==> config.mk <==
export PLATFORM = sky130hd
export DESIGN_NAME = num_ascii_streamer
export DESIGN_NICKNAME = d
export VERILOG_FILES = /design/src/rtl/num_ascii_streamer.sv
export SDC_FILE = /design/constraint.sdc
export NUM_CORES = 1
export LEC_CHECK = 0
export CAP_MARGIN = 10
export CORE_ASPECT_RATIO = 2
export CORE_UTILIZATION = 45
export CTS_CLUSTER_DIAMETER = 150
export DETAILED_ROUTE_END_ITERATION = 10
export HOLD_SLACK_MARGIN = 0.15
export PLACE_DENSITY = 0.66
export SYNTH_ARGS = -nofsm -noshare
export SYNTH_HDL_FRONTEND = slang
export SYNTH_SLANG_ARGS = --single-unit
==> constraint.sdc <==
create_clock -name clk -period 1.9 [get_ports clk]
set_clock_uncertainty 0.2 [all_clocks]
set_input_delay 0.38 -clock clk [delete_from_list [all_inputs] [get_ports clk]]
set_output_delay 0.38 -clock clk [all_outputs]
set_load 0.02 [all_outputs]
==> src/rtl/num_ascii_streamer.sv <==
// num_ascii_streamer: binary to decimal ASCII streamer; define NUM_ASCII_CRLF_EN to append CR LF
module num_ascii_streamer #(
  parameter int WIDTH = 14,
  parameter int DIGITS = 5
) (
  input  logic             clk,
  input  logic             reset,
  input  logic             start,
  input  logic [WIDTH-1:0] value,
  output logic             busy,
  output logic             out_valid,
  output logic [7:0]       out_data,
  input  logic             out_ready,
  output logic             done
);
  localparam int CW = $clog2(WIDTH + 1);
  localparam int PW = DIGITS > 1 ? $clog2(DIGITS) : 1;
`ifdef NUM_ASCII_CRLF_EN
  typedef enum logic [2:0] {IDLE, CONV, SEND, DONE, CR, LF} state_t;
`else
  typedef enum logic [1:0] {IDLE, CONV, SEND, DONE} state_t;
`endif
  state_t state, nxt;
  logic [WIDTH-1:0] bin;
  logic [4*DIGITS-1:0] bcd, adj, shf;
  logic [CW-1:0] cnt;
  logic [PW-1:0] ptr, msd;
  logic [3:0] dig [DIGITS];
  genvar i;
  for (i = 0; i < DIGITS; i++) begin : g_dig
    assign dig[i] = bcd[4*i +: 4];
  end
  // one double-dabble step, plus the leading digit of its result for the pointer load
  always_comb begin
    adj = bcd;
    msd = '0;
    for (int k = 0; k < DIGITS; k++)
      adj[4*k +: 4] = bcd[4*k +: 4] >= 4'd5 ? bcd[4*k +: 4] + 4'd3 : bcd[4*k +: 4];
    shf = {adj[4*DIGITS-2:0], bin[WIDTH-1]};
    for (int k = 0; k < DIGITS; k++)
      if (shf[4*k +: 4] != 4'd0) msd = PW'(k);
  end
  // next-state logic
  always_comb begin
    nxt = state;
    case (state)
      IDLE: nxt = start ? CONV : IDLE;
      CONV: nxt = cnt == CW'(1) ? SEND : CONV;
`ifdef NUM_ASCII_CRLF_EN
      SEND: nxt = out_ready && ptr == '0 ? CR : SEND;
      CR:   nxt = out_ready ? LF : CR;
      LF:   nxt = out_ready ? DONE : LF;
`else
      SEND: nxt = out_ready && ptr == '0 ? DONE : SEND;
`endif
      DONE: nxt = IDLE;
      default: nxt = IDLE;
    endcase
  end
  // state register and conversion datapath
  always_ff @(posedge clk) begin
    if (reset) begin
      state <= IDLE;
      bin <= '0;
      bcd <= '0;
      cnt <= '0;
      ptr <= '0;
    end else begin
      state <= nxt;
      if (state == IDLE && start) begin
        bin <= value;
        bcd <= '0;
        cnt <= CW'(WIDTH);
      end
      if (state == CONV) begin
        bcd <= shf;
        bin <= bin << 1;
        cnt <= cnt - CW'(1);
        if (cnt == CW'(1)) ptr <= msd;
      end
      if (state == SEND && out_ready && ptr != '0) ptr <= ptr - PW'(1);
    end
  end
  // character output, held by the registers while stalled
  always_comb begin
    out_data = 8'h00;
    if (state == SEND) out_data = {4'h3, dig[ptr]};
`ifdef NUM_ASCII_CRLF_EN
    if (state == CR) out_data = 8'h0D;
    if (state == LF) out_data = 8'h0A;
`endif
  end
`ifdef NUM_ASCII_CRLF_EN
  assign out_valid = state == SEND || state == CR || state == LF;
`else
  assign out_valid = state == SEND;
`endif
  assign busy = state != IDLE;
  assign done = state == DONE;
endmodule

==> results of run 1 <==
[power by group through the flow]
stage               Clock, mW  Combinational (mW)  Sequential (mW)
finish                  0.832               0.307            0.961
global route            0.871               0.337            0.967
CTS                     0.845               0.303            0.962
detailed placement          0               0.302            0.984
global placement            0               0.297            0.982
floorplan                   0               0.198            0.979
[routing by layer]
metal  vias up  wire length, um  global-route usage [%]
met5         -                0                       0
met4         0              128                    9.93
met3        10              142                    3.38
met2        45             3980                    42.9
met1      1223             2650                    23.7
li1       1258                -                       -
[cell families (layout without fill, tap and decap cells)]
family          Yosys count  count (layout)  synth area share (%)
buf+inv                  42             104                  8.02
flops                    43              43                  32.6
other cells               1               2                 0.142
mux                       8               8                  4.98
simple gates            108             108                  22.5
fa+ha+maj                14              14                  6.64
xor+xnor                  4               4                  1.33
compound gates           98              98                  23.8
[sequential cells by signal (all words and copies together), names as in the netlist, named ones only]
name and cells:
bcd 20, bin 14, cnt 4, ptr 3, state 1
[worst max-delay path: stages, from the launching register on]
cell and delay (ns):
dfxtp_4 0.39, mux4_2 0.50, nand2b_1 0.10, a21oi_2 0.05, buf_4 0.15
[worst max path at each step]
stage,start,end,slack [ns],cells after the start
finish,ptr[0],out_data[1],-0.16,4
global route,ptr[0],out_data[2],-0.20,4
CTS,ptr[0],out_data[1],-0.16,4
detailed placement,ptr[0],out_data[3],-0.36,5
global placement,ptr[0],out_data[2],-0.32,4
floorplan,bcd[17],ptr[0],0.03,7
[cells in the final DEF (no fill, tap or decap), types with 3 or more instances in the layout]
cell type	Yosys	layout
nand3_1	25	23
mux4_2	4	4
buf_6	2	4
ha_1	14	7
dfxtp_2	0	9
buf_4	6	48
a22oi_1	14	13
a31oi_1	8	7
a21oi_1	40	35
xnor2_1	4	4
inv_1	16	10
mux2i_1	3	3
nand2b_1	13	9
buf_12	0	4
a21oi_2	0	4
nand2b_4	1	5
ha_4	0	5
inv_2	0	5
nand2_1	29	29
o211ai_1	3	3
clkdlybuf4s15_1	0	3
dfxtp_1	43	32
nor3b_1	5	3
clkdlybuf4s50_1	0	17
nor3_1	4	3
o21ai_0	10	8
nor2_1	14	13
a21o_1	3	3
clkbuf_16	0	5
[area by class of cell]
| type | instances | area (um2) | share of cell area, % |
|---|---|---|---|
| clock inverters | 1 | 5.00 | 0.134 |
| clock buffers | 7 | 133 | 3.55 |
| repair buffers | 79 | 708 | 19.0 |
| multi-input cells | 234 | 1860 | 49.8 |
| flip-flops and latches | 43 | 880 | 23.6 |
| inverters | 17 | 71.3 | 1.91 |
| well taps | 61 | 76.3 | 2.05 |
[metrics by stage]
step	cell area (um2)	hold slack [ns]	util, %
2_1_floorplan	2640	0.232	-
3_3_place_gp	3250	0.238	57.3
3_5_place_dp	3250	0.251	57.3
4_1_cts	3490	0.260	61.7
5_1_grt	3730	0.272	65.9
6_report	3730	0.257	65.9
[what timing repair did]
action / in CTS / in global routing
resized for setup: 56 / 51
pin swaps: 8 / 15
setup endpoints to repair: 12 / 10
hold buffers: 0 / 0
buffers inserted: 2 / 3
==> impl_results.md, run 1 <==
- Switching share of total power: 25.7%
- R2R setup slack: -0.05 ns
- RSZ-0062 raised after global routing: yes
- Synth cell count leaders: dfxtp_1 (43), a21oi_1 (40), nand2_1 (29)
- Clk slew on worst S/H paths: 0.06 ns
- R2R cell count: 8
- Slew margin rel.: 63.4%
- Clock Latency Late Sink: 0.29 ns
- Final setup TNS: -0.648 ns
- Final Power: 2.10 mW
- DRC: 0
- Seq cells post-synth: 43
- Total Routed Length: 6900 um
- Critical path startpoint category: flop
- TritonCTS clock tree: built
- Synth top area share: 32.6%
- Violations in the final reports: negative setup slack
- # placed instances: 429
- CP Max Fanout: 5
- R2r endpoint: ptr[0]
- Die Wd: 56.1 um
- Final WS setup: -0.165 ns
- GPL Wtd Cong: 0.814
- Core area: 5660 um2
- Hold EP: bin[10]
- Synthesized cell area: 2640 um2
- Drt pass-1 iters: 4
- Place WS: -0.355 ns
- PwrDens: 563 nW/um2
- Initial Utilization: 46.6%
- Largest net degree at the start of global routing: 44
- Leak pwr: 1.42 nW
- Root buf cell: clkbuf_16
- Area Overhead vs Synth: 41.5%
- Switching power: 0.539 mW
- Nets@finish: 412
- Grt total ovfl: 0
- FP Rows: 39
- Max-Cap Viols: 0
- Worst r2r src: ptr[0]
- Status: finished with violations
- Slew @ Worst Pin: 0.548 ns
- Layout cell share with drive strength beyond 1: 35.2%
- Final setup viols: 5
- Global-route wire length before repair: 10800 um
- Max-slew violation count: 0
- Die Y: 110 um
- Initial DRC Count: 74
- CP Data Required Time: 1.32 ns
- VDD IR max: 778 uV
- Critical path arrival: 1.48 ns
- Inserted Clock Buffers: 5
- Final period util: 109%
- EDFF count, synth: 0
- Die area: 6190 um2
- CTS HTree Levels: 2
- Synth Instances: 318
- Fin crit period: 2.06 ns
- Initial antenna violation count: 0
- Post-DR vias/cell: 5.74
- Kind of critical path: reg2out
- Ys async rst share: 0%
- WHS Path Cells: 2
- Gate power share: 14.6%
- Hold path startpoint: bin[10]
- Most instantiated library cell after synthesis: dfxtp_1
- Tot GR Track Use: 22.4%
- Number of global-route vias before repair: 2408
- Fill count: 460
- Final Hold Violating Endpoints: 0
- Syn Area/Cell: 8.29 um2
- Hold Crit Class: reg2reg
- Worst Setup End Kind: output pin
- Port bufs: 26
- Average wire per standard cell: 15.6 um
- Total I/O pin count: 29
- Synth area leader: dfxtp_1
- Seq pwr share: 45.8%
- Finished Layout Cells: 442
- Pint: 1.56 mW
- Netlist cell types: 54
- Routed Antenna Nets: 0
- Main synth FF type: dfxtp_1
- Clock Sink Count: 43
- CTS Buffer Depth: 2
- Synthesis Warnings: 0
- Post-synthesis sequential area ratio: 32.6%
- DP HPWL: 4600 um
- Fmax: 484 MHz
- Vias: 2536
- Area contributors post-synth: dfxtp_1 (33%), a21oi_1 (7.6%), ha_1 (6.6%), nand3_1 (4.7%), nand2_1 (4.1%)
- N_diodes: 0
- Clock power share: 39.6%
(Power assumes the default switching activity.)
==> run 2, diff against run 1 <==
CORE_ASPECT_RATIO = 0.75   (was 2)
==> run 2 against run 1 <==
The run still ends with negative setup slack left. Non-clock buffer count up 3. Sequential cell count unchanged. Sequential power down 0.5%. Utilization grew 1.8 points. Die area is 0.25% lower. Setup slack worse by 0.033 ns. Clock power down 22%. Largest cell class unchanged.
==> impl_results.md, run 2 (synthesis gave the netlist of run 1 again) <==
- Status: finished with violations (unchanged)
- Violations in the final reports: negative setup slack (unchanged)
- CP Data Required Time: 1.32 ns (about the same)
- Crit path largest cell delay: 0.51 ns (was 0.50 ns)
- Slew margin rel.: 64.3% (was 63.4%)
- Final setup TNS: -0.813 ns (was -0.648 ns)
- Worst path top cell family by delay: multiplexers (unchanged)
- Max-Cap Viols: 0 (unchanged)
- RSZ-0062 raised after global routing: yes (unchanged)
- Largest Register: bcd (unchanged)
- Nets@finish: 415 (was 412)
- Post-DR vias/cell: 5.53 (was 5.74)
- WHS: 0.257 ns (about the same)
- Core area: 5500 um2 (was 5660 um2)
- Total I/O pin count: 29 (unchanged)
- Tot GR Track Use: 21.9% (was 22.4%)
- Clock Latency Late Sink: 0.31 ns (was 0.29 ns)
- N_diodes: 0 (unchanged)
- Worst Path Buf+Inv: 1 (unchanged)
- Kind of critical path: reg2out (unchanged)
- Max-slew violation count: 0 (unchanged)
- Port bufs: 26 (unchanged)
- DP HPWL: 4490 um (was 4600 um)
- Final setup viols: 6 (was 5)
- PwrDens: 514 nW/um2 (was 563 nW/um2)
- Clock Sink Count: 43 (unchanged)
- Slowest stage cell, crit path: mux4_2 (unchanged)
- Area Overhead vs Synth: 41.0% (was 41.5%)
- Initial antenna violation count: 0 (unchanged)
- Clk slew on worst S/H paths: 0.08 ns (was 0.06 ns)
- Fin crit period: 2.10 ns (was 2.06 ns)
- Slew @ Worst Pin: 0.536 ns (was 0.548 ns)
- Fill count: 422 (was 460)
- Largest net degree at the start of global routing: 44 (unchanged)
- Routed Antenna Nets: 0 (unchanged)
- Number of global-route vias before repair: 2216 (was 2408)
- Global-route wire length before repair: 10600 um (was 10800 um)
- Final Hold Violating Endpoints: 0 (unchanged)
- Critical path startpoint category: flop (unchanged)
- CTS Buffer Depth: 2 (unchanged)
- DRC: 0 (unchanged)
- Total Routed Length: 6900 um (unchanged)
- Average wire per standard cell: 15.0 um (was 15.6 um)
- Core Util, Final: 67.7% (was 65.9%)
- CP Cell Sequence: mux4_2 > nand2b_1 > a21oi_2 > buf_4 (unchanged)
- VDD IR max: 344 uV (was 778 uV)
- Die Y: 68.3 um (was 110 um)
- Leak pwr: 1.39 nW (was 1.42 nW)
- GPL Wtd Cong: 0.815 (was 0.814)
- # hold bufs at CTS: 0 (unchanged)
- Vias: 2536 (unchanged)
- TritonCTS clock tree: built (unchanged)
- Final Power: 1.91 mW (was 2.10 mW)
- Place WS: -0.371 ns (was -0.355 ns)
- Hold Crit Class: reg2reg (unchanged)
- Die area: 6170 um2 (was 6190 um2)
- Critical path arrival: 1.52 ns (was 1.48 ns)
- Drt pass-1 iters: 4 (unchanged)
- Final period util: 110% (was 109%)
- CP Max Fanout: 5 (unchanged)
- Initial Utilization: 48.0% (was 46.6%)
- CTS HTree Levels: 2 (unchanged)
- Initial DRC Count: 74 (unchanged)
- Fmax: 477 MHz (was 484 MHz)
- Final WS setup: -0.198 ns (was -0.165 ns)
- Root buf cell: clkbuf_8 (was clkbuf_16)
- Inserted Clock Buffers: 5 (unchanged)
- Max reg flops: 20 (unchanged)
- Largest regs: bcd (20), bin (14), cnt (4) (unchanged)
- FP Rows: 23 (was 39)
- Grt total ovfl: 0 (unchanged)
- Commonest non-fill, non-tap cell in the layout: buf_4 (unchanged)
- Die Wd: 90.4 um (was 56.1 um)
- Worst Setup End Kind: output pin (unchanged)
- Commonest non-fill, non-tap cells in the layout: buf_4 (51), a21oi_1 (36), dfxtp_1 (31) (was buf_4 (48), a21oi_1 (35), dfxtp_1 (32))
- Layout cell share with drive strength beyond 1: 35.7% (was 35.2%)
[run 2: layout make-up]
| cell class | count | area [um2] | share of cell area (%) |
|---|---|---|---|
| tap | 75 | 93.8 | 2.52 |
| timing repair buffer | 82 | 712 | 19.1 |
| clock buffer | 8 | 100 | 2.69 |
| multi-input combinational | 234 | 1850 | 49.8 |
| inverter | 17 | 76.3 | 2.05 |
| sequential | 43 | 886 | 23.8 |
[run 2: per-stage QoR]
| step | area [um2] | instances |
|---|---|---|
| 5_1_grt | 3720 | 459 |
| 2_1_floorplan | 2640 | 319 |
| 3_3_place_gp | 3270 | 445 |
| 3_5_place_dp | 3270 | 445 |
| 4_1_cts | 3510 | 455 |
| 6_report | 3720 | 459 |
[run 2: per-layer routing]
metal  GRT usage [%]  routed length (um)  vias to the layer above
li1                -                   -                     1267
met1            29.5                3270                     1206
met5               0                   0                        -
met4            7.26                 131                        0
met2            35.1                3230                       50
met3            5.11                 271                       13
[run 2: worst min-delay path: cells and delay by family (launching register included)]
family	cells	cell delay, ns
flops	1	0.31
compound gates	1	0.05
simple gates	1	0.05
[run 2: worst paths after layout]
path / from / endpoint / slack (ns) / cells after the start
worst max-delay path: ptr[0] / out_data[2] / -0.20 / 4
worst min-delay path: bin[13] / bin[13] / 0.26 / 2
worst max register to register: bcd[13] / ptr[0] / -0.05 / 8
worst min register to register: bin[13] / bin[13] / 0.26 / 2
[run 2: repair_timing]
| item | CTS | global route |
|---|---|---|
| resized for setup | 62 | 45 |
| pin swaps | 14 | 17 |
| setup buffers | 2 | 4 |
| endpoints found under the setup margin | 13 | 11 |
[run 2: where the power goes]
group	internal [mW]	switching (mW)
Sequential	0.932	0.0239
Combinational	0.136	0.172
Clock	0.332	0.317
Total	1.40	0.513
==> run 3, diff against run 2 <==
CTS_CLUSTER_DIAMETER = 60   (was 150)
PLACE_DENSITY = 0.63   (was 0.66)
clock period = 2.6 ns   (was 1.9 ns; I/O delays follow)
==> run 3 against run 2 <==
Register-to-register slack improved by 0.54 ns. Largest power group unchanged. Sequential power is 26% lower. Utilization is 13 points lower. Combinational power is 36% lower. Non-clock buffer count fell by 47. Via count shrank 12%. Setup slack improved by 0.39 ns. The flow now finishes without violations.
==> impl_results.md, run 3 (synthesis gave the netlist of run 1 again) <==
- Die Wd: 90.4 um (unchanged)
- Inserted Clock Buffers: 5 (unchanged)
- Final Hold Violating Endpoints: 0 (unchanged)
- Hold Crit Class: reg2reg (unchanged)
- # placed instances: 404 (was 445)
- Number of global-route vias before repair: 1931 (was 2216)
- Area Overhead vs Synth: 13.9% (was 41.0%)
- Layout cell share with drive strength beyond 1: 9.79% (was 35.7%)
- Initial antenna violation count: 0 (unchanged)
- Routed Antenna Nets: 0 (unchanged)
- Slew margin rel.: 64.4% (was 64.3%)
- Die area: 6170 um2 (unchanged)
- WHS: 0.259 ns (was 0.257 ns)
- M3 GR Usage: 3.44% (was 5.11%)
- RSZ-0062 raised after global routing: no (was yes)
- Grt total ovfl: 0 (unchanged)
- Largest net degree at the start of global routing: 44 (unchanged)
- Total I/O pin count: 29 (unchanged)
- Port bufs: 26 (unchanged)
- Final WS setup: 0.190 ns (was -0.198 ns)
- R2R setup slack: 0.49 ns (was -0.05 ns)
- Finished Layout Cells: 412 (was 459)
- Drt pass-1 iters: 4 (unchanged)
- Global-route wire length before repair: 9780 um (was 10600 um)
- Core area: 5500 um2 (unchanged)
- Commonest non-fill, non-tap cells in the layout: dfxtp_1 (42), a21oi_1 (40), nand2_1 (29) (was buf_4 (51), a21oi_1 (36), dfxtp_1 (31))
- Max-Cap Viols: 0 (unchanged)
- GRT Max-Usage Layer: met2 (unchanged)
- Met1 Use GR: 29.6% (was 29.5%)
- Largest Register: bcd (unchanged)
- Final setup TNS: 0 ns (was -0.813 ns)
- N_diodes: 0 (unchanged)
- Status: complete, no violations (was finished with violations)
- Place WS: 0.0960 ns (was -0.371 ns)
- Commonest non-fill, non-tap cell in the layout: dfxtp_1 (was buf_4)
- DP HPWL: 4130 um (was 4490 um)
- Initial Utilization: 48.0% (unchanged)
- Critical path arrival: 1.69 ns (was 1.52 ns)
- Clock Sink Count: 43 (unchanged)
- Postcts setup bufs: 0 (was 2)
- Fmax: 415 MHz
- Final Power: 1.33 mW (was 1.91 mW)
- Total Routed Length: 5840 um (was 6900 um)
- CP Max Fanout: 8 (was 5)
- Die Y: 68.3 um (unchanged)
- Critical path startpoint category: flop (unchanged)
- Leak pwr: 1.07 nW (was 1.39 nW)
- CTS Buffer Depth: 2 (unchanged)
- Kind of critical path: reg2out (unchanged)
- Worst Setup End Kind: output pin (unchanged)
- Slew @ Worst Pin: 0.533 ns (was 0.536 ns)
- FP Rows: 23 (unchanged)
- CTS HTree Levels: 2 (unchanged)
- Largest regs: bcd (20), bin (14), cnt (4) (unchanged)
- Final setup viols: 0 (was 6)
- Global-route met2 utilization: 30.4% (was 35.1%)
- VDD IR max: 291 uV (was 344 uV)
- Average wire per standard cell: 14.2 um (was 15.0 um)
- TritonCTS clock tree: built (unchanged)
- Initial DRC Count: 110 (was 74)
- Nets@finish: 368 (was 415)
- Post-DR vias/cell: 5.43 (was 5.53)
- Root buf cell: clkbuf_8 (unchanged)
- Final period util: 92.7%
- Fin crit period: 2.41 ns
- PwrDens: 443 nW/um2 (was 514 nW/um2)
- GPL Wtd Cong: 0.770 (was 0.815)
- Tot GR Track Use: 19.8% (was 21.9%)
- CP Data Required Time: 1.88 ns (was 1.32 ns)
- Vias: 2239 (was 2536)
- Max-slew violation count: 0 (unchanged)
- Clk slew on worst S/H paths: 0.09 ns (was 0.08 ns)
- DRC: 0 (unchanged)
- Max reg flops: 20 (unchanged)
- Clock Latency Late Sink: 0.29 ns (was 0.31 ns)
-- run 3: cell types whose count changed in the layout (fill, tap and decap cells not counted), moves of 6 or more --
cell     previous run  this run
dfxtp_1            31        42
ha_1                6        14
ha_4                6         0
buf_4              51         9
dfxtp_2             8         0
inv_1              10        16
-- run 3: power by group --
group | internal [mW] | switching (mW)
Combinational | 0.0827 | 0.114
Clock | 0.188 | 0.242
Sequential | 0.684 | 0.0194
-- run 3: worst paths after layout --
path | startpoint | endpoint | cells after the start
max reg2reg | bcd[5] | ptr[0] | 7
min reg2reg | bin[12] | bin[12] | 2
min | bin[12] | bin[12] | 2
max | ptr[0] | out_data[0] | 4
-- run 3: what timing repair did --
action,4_1_cts,5_1_grt
setup endpoints to repair,4,0
hold buffers,0,0
resized for setup,6,0
-- run 3: layout make-up --
cell class	instances	area [um2]
Multi-Input combinational cell	234	1570
Sequential cell	43	865
Fill cell	522	2490
Timing Repair Buffer	35	323
Tap cell	75	93.8
Inverter	17	68.8
Clock buffer	6	72.6
Clock inverter	2	12.5
-- run 3: routing by layer --
metal,wire length [um],up-vias,share of wire [%]
li1,-,1172,-
met5,0,-,0
met2,2510,23,43
met3,123,2,2.1
met1,3200,1042,55
met4,10,0,0.17
-- run 3: critical path, cell delays in order (launching register included) --
cell	delay, ns
dfxtp_4	0.42
mux4_2	0.51
nand2b_1	0.09
a21oi_1	0.06
dlygate4sd2_1	0.31
-- run 3: through the flow --
stage	util (%)	instance area, um2
6_report	54.7	3000
3_3_place_gp	53.1	2920
3_5_place_dp	53.1	2920
4_1_cts	54.7	3000
5_1_grt	54.7	3000
2_1_floorplan	-	2640
